$ cat src/rtl/uart_mmio_if.sv
// Load/store bus between the core and the memory-mapped UART.
// The core drives the request fields; the UART returns registered load data.
interface uart_mmio_if;
    logic [31:0] addr;
    logic        en;
    logic        wr;
    logic [2:0]  size;
    logic [31:0] data_in;
    logic [31:0] data_out;

    modport master (output addr, en, wr, size, data_in, input data_out);
    modport slave  (input addr, en, wr, size, data_in, output data_out);
endinterface

$ cat src/rtl/uart_mmio.sv
// Memory-mapped 8N1 UART: TXDATA/RXDATA/STATUS/BAUDDIV in a 16-byte window,
// TX and RX byte FIFOs, and the serial TX/RX bit engines.
module uart_mmio #(
    parameter logic [31:0] BASE_ADDR  = 32'h0001_0000,
    parameter int unsigned CLK_HZ     = 12000000,
    parameter int unsigned BAUD       = 115200,
    parameter int unsigned FIFO_DEPTH = 16
) (
    input  logic       CLK,
    input  logic       reset,
    uart_mmio_if.slave bus,
    input  logic       RX,
    output logic       TX
);
    localparam logic [15:0] DIV_RST = 16'(CLK_HZ / BAUD);
    localparam int unsigned AW = $clog2(FIFO_DEPTH);
    localparam int unsigned PW = AW + 1;

    typedef enum logic [1:0] {S_IDLE, S_START, S_DATA, S_STOP} state_t;

    function automatic logic [31:0] load_ext(input logic [31:0] d, input logic [2:0] sz);
        logic [31:0] r;
        case (sz)
            3'b000:  r = {{24{d[7]}}, d[7:0]};
            3'b001:  r = {{16{d[15]}}, d[15:0]};
            3'b100:  r = {24'd0, d[7:0]};
            3'b101:  r = {16'd0, d[15:0]};
            default: r = d;
        endcase
        return r;
    endfunction

    logic [31:0] data_out_r, rdata_s;
    logic [15:0] div_r;
    logic [7:0]  tx_mem_r [FIFO_DEPTH];
    logic [7:0]  rx_mem_r [FIFO_DEPTH];
    logic [PW-1:0] tx_wptr_r, tx_rptr_r, rx_wptr_r, rx_rptr_r;
    logic        overrun_r, frame_err_r;
    state_t      tx_state_r, rx_state_r;
    logic [15:0] tx_cnt_r, rx_cnt_r;
    logic [2:0]  tx_bit_r, rx_bit_r;
    logic [7:0]  tx_shift_r, rx_shift_r;
    logic        tx_r;
    logic [1:0]  rx_sync_r;
    logic        rx_prev_r;

    logic        sel_s, ld_s, st_s, clr_s;
    logic [1:0]  reg_s;
    logic        tx_empty_s, tx_full_s, rx_empty_s, rx_full_s;
    logic        tx_push_s, tx_pop_s, rx_push_s, rx_pop_s, rx_stop_s, rx_ovf_s, rx_ferr_s;
    logic        rx_in_s;
    logic        unused_s;

    assign sel_s = bus.en & (bus.addr[31:4] == BASE_ADDR[31:4]);
    assign reg_s = bus.addr[3:2];
    assign ld_s  = sel_s & ~bus.wr;
    assign st_s  = sel_s & bus.wr;
    assign clr_s = st_s & (reg_s == 2'd2);
    assign unused_s = ^{bus.addr[1:0], bus.data_in[31:16]};

    // Full/empty come from the wrap bit: equal indices, differing MSB means full.
    assign tx_empty_s = (tx_wptr_r == tx_rptr_r);
    assign tx_full_s  = (tx_wptr_r[PW-1] != tx_rptr_r[PW-1]) && (tx_wptr_r[AW-1:0] == tx_rptr_r[AW-1:0]);
    assign rx_empty_s = (rx_wptr_r == rx_rptr_r);
    assign rx_full_s  = (rx_wptr_r[PW-1] != rx_rptr_r[PW-1]) && (rx_wptr_r[AW-1:0] == rx_rptr_r[AW-1:0]);

    assign tx_push_s = st_s & (reg_s == 2'd0) & ~tx_full_s;
    assign rx_pop_s  = ld_s & (reg_s == 2'd1) & ~rx_empty_s;
    assign tx_pop_s  = ~tx_empty_s & ((tx_state_r == S_IDLE) | ((tx_state_r == S_STOP) & (tx_cnt_r == 16'd0)));
    assign rx_in_s   = rx_sync_r[1];
    assign rx_stop_s = (rx_state_r == S_STOP) & (rx_cnt_r == 16'd0);
    assign rx_push_s = rx_stop_s & rx_in_s & ~rx_full_s;
    assign rx_ovf_s  = rx_stop_s & rx_in_s & rx_full_s;
    assign rx_ferr_s = rx_stop_s & ~rx_in_s;

    assign bus.data_out = data_out_r;
    assign TX = tx_r;

    // Register read mux.
    always_comb begin
        rdata_s = 32'd0;
        case (reg_s)
            2'd0:    rdata_s = 32'd0;
            2'd1:    rdata_s = rx_empty_s ? 32'h0000_0100 : {24'd0, rx_mem_r[rx_rptr_r[AW-1:0]]};
            2'd2:    rdata_s = {26'd0, frame_err_r, overrun_r, rx_full_s, ~rx_empty_s, tx_full_s, tx_empty_s};
            2'd3:    rdata_s = {16'd0, div_r};
            default: rdata_s = 32'd0;
        endcase
    end

    // Load data and baud divisor registers.
    always_ff @(posedge CLK or negedge reset) begin
        if (!reset) begin
            data_out_r <= 32'd0;
            div_r      <= DIV_RST;
        end else begin
            if (ld_s) data_out_r <= load_ext(rdata_s, bus.size);
            if (st_s && (reg_s == 2'd3)) div_r <= (bus.data_in[15:1] == 15'd0) ? 16'd2 : bus.data_in[15:0];
        end
    end

    // FIFO storage.
    always_ff @(posedge CLK) begin
        if (tx_push_s) tx_mem_r[tx_wptr_r[AW-1:0]] <= bus.data_in[7:0];
        if (rx_push_s) rx_mem_r[rx_wptr_r[AW-1:0]] <= rx_shift_r;
    end

    // FIFO pointers and sticky error flags; a new error wins over a same-cycle clear.
    always_ff @(posedge CLK or negedge reset) begin
        if (!reset) begin
            tx_wptr_r   <= '0;
            tx_rptr_r   <= '0;
            rx_wptr_r   <= '0;
            rx_rptr_r   <= '0;
            overrun_r   <= 1'b0;
            frame_err_r <= 1'b0;
        end else begin
            if (tx_push_s) tx_wptr_r <= tx_wptr_r + PW'(1);
            if (tx_pop_s)  tx_rptr_r <= tx_rptr_r + PW'(1);
            if (rx_push_s) rx_wptr_r <= rx_wptr_r + PW'(1);
            if (rx_pop_s)  rx_rptr_r <= rx_rptr_r + PW'(1);
            overrun_r   <= rx_ovf_s  | (overrun_r   & ~clr_s);
            frame_err_r <= rx_ferr_s | (frame_err_r & ~clr_s);
        end
    end

    // TX engine; each bit reloads its counter from div_r so rate changes land on bit boundaries.
    always_ff @(posedge CLK or negedge reset) begin
        if (!reset) begin
            tx_state_r <= S_IDLE;
            tx_cnt_r   <= 16'd0;
            tx_bit_r   <= 3'd0;
            tx_shift_r <= 8'd0;
            tx_r       <= 1'b1;
        end else begin
            case (tx_state_r)
                S_IDLE: begin
                    if (tx_pop_s) begin
                        tx_shift_r <= tx_mem_r[tx_rptr_r[AW-1:0]];
                        tx_cnt_r   <= div_r - 16'd1;
                        tx_r       <= 1'b0;
                        tx_state_r <= S_START;
                    end
                end
                S_START: begin
                    if (tx_cnt_r == 16'd0) begin
                        tx_cnt_r   <= div_r - 16'd1;
                        tx_r       <= tx_shift_r[0];
                        tx_shift_r <= tx_shift_r >> 1;
                        tx_bit_r   <= 3'd0;
                        tx_state_r <= S_DATA;
                    end else begin
                        tx_cnt_r <= tx_cnt_r - 16'd1;
                    end
                end
                S_DATA: begin
                    if (tx_cnt_r == 16'd0) begin
                        tx_cnt_r <= div_r - 16'd1;
                        if (tx_bit_r == 3'd7) begin
                            tx_r       <= 1'b1;
                            tx_state_r <= S_STOP;
                        end else begin
                            tx_r       <= tx_shift_r[0];
                            tx_shift_r <= tx_shift_r >> 1;
                            tx_bit_r   <= tx_bit_r + 3'd1;
                        end
                    end else begin
                        tx_cnt_r <= tx_cnt_r - 16'd1;
                    end
                end
                S_STOP: begin
                    if (tx_cnt_r == 16'd0) begin
                        if (tx_pop_s) begin
                            tx_shift_r <= tx_mem_r[tx_rptr_r[AW-1:0]];
                            tx_cnt_r   <= div_r - 16'd1;
                            tx_r       <= 1'b0;
                            tx_state_r <= S_START;
                        end else begin
                            tx_state_r <= S_IDLE;
                        end
                    end else begin
                        tx_cnt_r <= tx_cnt_r - 16'd1;
                    end
                end
                default: tx_state_r <= S_IDLE;
            endcase
        end
    end

    // RX synchroniser plus previous sample for falling-edge detection.
    always_ff @(posedge CLK or negedge reset) begin
        if (!reset) begin
            rx_sync_r <= 2'b11;
            rx_prev_r <= 1'b1;
        end else begin
            rx_sync_r <= {rx_sync_r[0], RX};
            rx_prev_r <= rx_sync_r[1];
        end
    end

    // RX engine: mid-start check, then samples one bit period apart.
    always_ff @(posedge CLK or negedge reset) begin
        if (!reset) begin
            rx_state_r <= S_IDLE;
            rx_cnt_r   <= 16'd0;
            rx_bit_r   <= 3'd0;
            rx_shift_r <= 8'd0;
        end else begin
            case (rx_state_r)
                S_IDLE: begin
                    if (rx_prev_r && !rx_in_s) begin
                        rx_cnt_r   <= (div_r >> 1) - 16'd1;
                        rx_state_r <= S_START;
                    end
                end
                S_START: begin
                    if (rx_cnt_r == 16'd0) begin
                        if (rx_in_s) begin
                            rx_state_r <= S_IDLE;
                        end else begin
                            rx_cnt_r   <= div_r - 16'd1;
                            rx_bit_r   <= 3'd0;
                            rx_state_r <= S_DATA;
                        end
                    end else begin
                        rx_cnt_r <= rx_cnt_r - 16'd1;
                    end
                end
                S_DATA: begin
                    if (rx_cnt_r == 16'd0) begin
                        rx_shift_r <= {rx_in_s, rx_shift_r[7:1]};
                        rx_cnt_r   <= div_r - 16'd1;
                        if (rx_bit_r == 3'd7) begin
                            rx_state_r <= S_STOP;
                        end else begin
                            rx_bit_r <= rx_bit_r + 3'd1;
                        end
                    end else begin
                        rx_cnt_r <= rx_cnt_r - 16'd1;
                    end
                end
                S_STOP: begin
                    if (rx_cnt_r == 16'd0) begin
                        rx_state_r <= S_IDLE;
                    end else begin
                        rx_cnt_r <= rx_cnt_r - 16'd1;
                    end
                end
                default: rx_state_r <= S_IDLE;
            endcase
        end
    end
endmodule

$ cat src/flat_wrapper.sv
// flat-port wrapper written by rule: the top's interface ports become plain ports
module uart_mmio_flat 
#(
    parameter logic [31:0] BASE_ADDR  = 32'h0001_0000,
    parameter int unsigned CLK_HZ     = 12000000,
    parameter int unsigned BAUD       = 115200,
    parameter int unsigned FIFO_DEPTH = 16
)
  (CLK, reset, RX, TX, bus_addr, bus_en, bus_wr, bus_size, bus_data_in, bus_data_out);
  uart_mmio_if bus_i ();
  input  logic CLK;
  input  logic reset;
  input  logic RX;
  output logic TX;
  input wire logic [$bits(bus_i.addr)-1:0] bus_addr;
  input wire logic [$bits(bus_i.en)-1:0] bus_en;
  input wire logic [$bits(bus_i.wr)-1:0] bus_wr;
  input wire logic [$bits(bus_i.size)-1:0] bus_size;
  input wire logic [$bits(bus_i.data_in)-1:0] bus_data_in;
  output wire logic [$bits(bus_i.data_out)-1:0] bus_data_out;
  assign bus_i.addr = bus_addr;
  assign bus_i.en = bus_en;
  assign bus_i.wr = bus_wr;
  assign bus_i.size = bus_size;
  assign bus_i.data_in = bus_data_in;
  assign bus_data_out = bus_i.data_out;
  uart_mmio #(.BASE_ADDR(BASE_ADDR), .CLK_HZ(CLK_HZ), .BAUD(BAUD), .FIFO_DEPTH(FIFO_DEPTH)) u_core (.CLK(CLK), .reset(reset), .bus(bus_i), .RX(RX), .TX(TX));
endmodule
$ cat config.mk
export PLATFORM = sky130hd
export DESIGN_NAME = uart_mmio_flat
export DESIGN_NICKNAME = d
export VERILOG_FILES = /design/src/rtl/uart_mmio_if.sv /design/src/rtl/uart_mmio.sv /design/src/flat_wrapper.sv
export SDC_FILE = /design/constraint.sdc
export NUM_CORES = 1
export LEC_CHECK = 0
export BUFFER_PORTS_ARGS = -buffer_cell sky130_fd_sc_hd__buf_4
export CAP_MARGIN = 10
export CORE_MARGIN = 2
export CORE_UTILIZATION = 38
export DETAILED_ROUTE_END_ITERATION = 6
export PLACE_DENSITY_LB_ADDON = 0.1
export REMOVE_ABC_BUFFERS = 1
export SYNTH_ARGS = -nofsm -noshare
export SYNTH_HDL_FRONTEND = slang
export SYNTH_SLANG_ARGS = --single-unit
$ cat constraint.sdc
create_clock -name CLK -period 4.9 [get_ports CLK]
set_input_delay 0.735 -clock CLK [delete_from_list [all_inputs] [get_ports CLK]]
set_output_delay 0.735 -clock CLK [all_outputs]
set_load 0.05 [all_outputs]
==> run metrics <==
DP Worst Slack 1.29 ns; vias in the first global route ~11000; Layout area overhead 13.6%; PortBufs 86; Initial DRT Pass Iterations 5; antenna fix cells 0; initial DRC count between 700 and 800; unrepaired setup endpoints after global routing no; Hold Crit Class in -> async; # hold bufs at CTS 0; r2r worst-path depth 6; Layout Nets approximately 1400; multi-input logic area ~6200 um^2; Top FF cell, synth edfxtp_1; sequential area share after synthesis ~60%; die area around 48000 um^2; number of synthesized flops with an enable pin 256; CTS root buffer clkbuf_16; clock sinks about 370; Post-CTS Setup Repair Bufs 0; vias per cell roughly 5.4; WS Path Type reg -> reg; Arr. time, crit path approximately 3.4 ns; Worst Setup Start Kind flip-flop; Final setup viols 0; Sequential cell area ~11000 um^2; drt wl/cell between 20 and 25 um; clk_skew about 0.016 ns; hpwl dp between 20 and 30 mm; Mapped Area 17500 um^2; crit share post-route approximately 65%; first-pass GRT wire length approximately 68 mm; WL final about 44 mm; Reg2Reg Setup Slack between 1.5 and 2 ns; async set-reset flop share out of synthesis 31.4%; Placeable Area 45400 um^2; GRT overflow 0; clock buffer count from CTS 42; clk buf depth 3; Crit. End Element flip-flop; max frequency roughly 0.31 GHz; die height ~220 um; Netlist cell types between 80 and 90; post-cts resize count 0; Syn. warnings 0; Critical Path RT 5.08 ns; Clk Latency, worst-skew pair 0.57 ns; H-Tree Depth 2; Initial Utilization between 30% and 40%; slew of the pin with the lowest slew margin roughly 1.1 ns; Final Core Density between 40% and 50%; share of layout cells above drive strength 1 between 20 and 25%; Rel. slew slack roughly a quarter; number of routed nets with antenna violations 0; DRC 0; Max Cap Viol 0; Reg clk slew, reported paths around 0.06 ns; FILL cells about 4100; initial antenna violation count 1; Fin. Hold Viols 0; Final min period roughly 3.2 ns; syn_area_per_cell 13.8 um^2; reg2reg end u_core.rx_mem_r[9][2]; status finished, final reports clean; worst setup margin between 1.5 and 2 ns; pwr/cell area about 380 nW/um^2; Crit Path Max Fanout 9; Cells after Synth roughly 1300; final max-slew violation count 0; VDD IR max approximately 240 uV; Yosys reg bits roughly 370; gpl congestion about 0.81; Die Wd roughly 220 um; Pleak approximately 7 nW; CTS tree yes; # IOs 105; largest net degree at the start of global routing 89; R2R Path Start u_core.rx_cnt_r[10]; routed via count around 11000; GR Util All Layers between 10% and 20%; FP Rows 78
==> logic make-up (layout without fill, tap and decap cells) <==
logic type	Yosys count	in the layout	synth area share, %
xor gates and xnor gates	64	64	3.21
buffers and inverters	128	217	3.58
muxes	112	112	11.2
DFF	373	373	60.8
AOI/OAI and AO/OA	240	240	9.21
and+or+nand+nor	324	324	9.87
adders and majority gates	29	29	2.08
==> cells in the mapped netlist, types with 20 or more instances <==
| master | number | area share, % |
|---|---|---|
| mux2_2 | 32 | 2.1 |
| nand2_1 | 87 | 1.9 |
| xnor2_1 | 45 | 2.3 |
| ha_1 | 29 | 2.1 |
| o21ai_0 | 35 | 1.0 |
| buf_2 | 22 | 0.63 |
| nor2_1 | 84 | 1.8 |
| a31oi_1 | 20 | 0.72 |
| clkbuf_1 | 45 | 0.97 |
| nor3_1 | 27 | 0.77 |
| edfxtp_1 | 256 | 44 |
| mux4_2 | 64 | 8.3 |
| a21oi_1 | 53 | 1.5 |
| dfrtp_1 | 110 | 16 |
| inv_1 | 36 | 0.77 |
==> placed cells by master, fill, tap and decap left out, drive strengths merged, types with 20 or more instances in the layout <==
cell type	Yosys	layout
a21oi	53	53
a31oi	20	20
buf	47	105
clkbuf	45	55
dfrtp	110	110
edfxtp	256	256
ha	29	29
inv	36	37
mux2	32	32
mux4	64	64
nand2	88	88
nor2	85	85
nor3	29	29
nor4	26	26
o21ai	45	45
xnor2	45	45
==> worst max-delay path by stage <==
stage,startpoint,to,slack [ns],depth (start not counted)
after floorplan,u_core.bus.data_out[30],bus_data_out[16],-0.90,0
after global placement,bus_addr[8],u_core.tx_mem_r[14][3],1.40,7
after detailed placement,bus_addr[8],u_core.tx_mem_r[12][4],1.29,7
after CTS,u_core.rx_cnt_r[10],u_core.rx_mem_r[12][2],1.63,6
after global routing,u_core.rx_cnt_r[2],u_core.rx_mem_r[12][5],1.44,6
final,u_core.rx_cnt_r[10],u_core.rx_mem_r[9][2],1.70,6
==> worst max-delay path: stages (launching register included) <==
cell     delay (ns)
dfrtp_1        0.43
or3_1          0.50
nor3_1         0.24
and4b_1        0.25
and4_1         0.42
nand2_1        0.19
nor2_1         0.79
==> routing by layer <==
layer | wire length [um] | up-vias | GRT usage (%) | part of all wire [%]
met2 | 20800 | 208 | 30.5 | 47
met5 | 10 | - | 0 | 0.023
met3 | 1980 | 48 | 3.54 | 4.5
met1 | 20600 | 5379 | 26.7 | 47
li1 | - | 4996 | - | -
met4 | 705 | 2 | 4.06 | 1.6
==> final cells by class <==
| type | count | area share [%] |
|---|---|---|
| Multi-Input combinational cell | 769 | 31.5 |
| Timing Repair Buffer | 105 | 3.99 |
| Clock inverter | 21 | 0.788 |
| Sequential cell | 373 | 53.5 |
| Tap cell | 600 | 3.78 |
| Clock buffer | 55 | 5.75 |
| Inverter | 36 | 0.681 |
==> through the flow <==
stage | std cells | hold WS, ns | area [um^2] | setup TNS, ns | power (W)
6_report | 1959 | 0.208 | 19800 | 0 | 0.00755
5_1_grt | 1959 | 0.248 | 19800 | 0 | 0.00789
4_1_cts | 1959 | 0.244 | 19800 | 0 | 0.00763
3_5_place_dp | 1883 | 0.350 | 18500 | 0 | 0.00458
3_3_place_gp | 1883 | 0.348 | 18500 | 0 | 0.00458
2_1_floorplan | 1178 | 0.345 | 17000 | -15.13 | 0.00428
==> registers in the layout, summed over array words and instances (netlist names), named ones only <==
signal and flops:
u_core.TX 1, u_core.bus.data_out 17, u_core.div_r 16, u_core.frame_err_r 1, u_core.overrun_r 1, u_core.rx_bit_r 3
u_core.rx_cnt_r 16, u_core.rx_mem_r 128, u_core.rx_prev_r 1, u_core.rx_rptr_r 5, u_core.rx_shift_r 8, u_core.rx_state_r 1
u_core.rx_sync_r 2, u_core.rx_wptr_r 5, u_core.tx_bit_r 3, u_core.tx_cnt_r 16, u_core.tx_mem_r 128, u_core.tx_rptr_r 5
u_core.tx_shift_r 8, u_core.tx_state_r 2, u_core.tx_wptr_r 5
==> where the power goes <==
part           internal [W]  switching, W
Combinational      0.000376      0.000574
Clock               0.00174       0.00128
Sequential          0.00347      0.000104
Power figures use the tool's default switching activity.
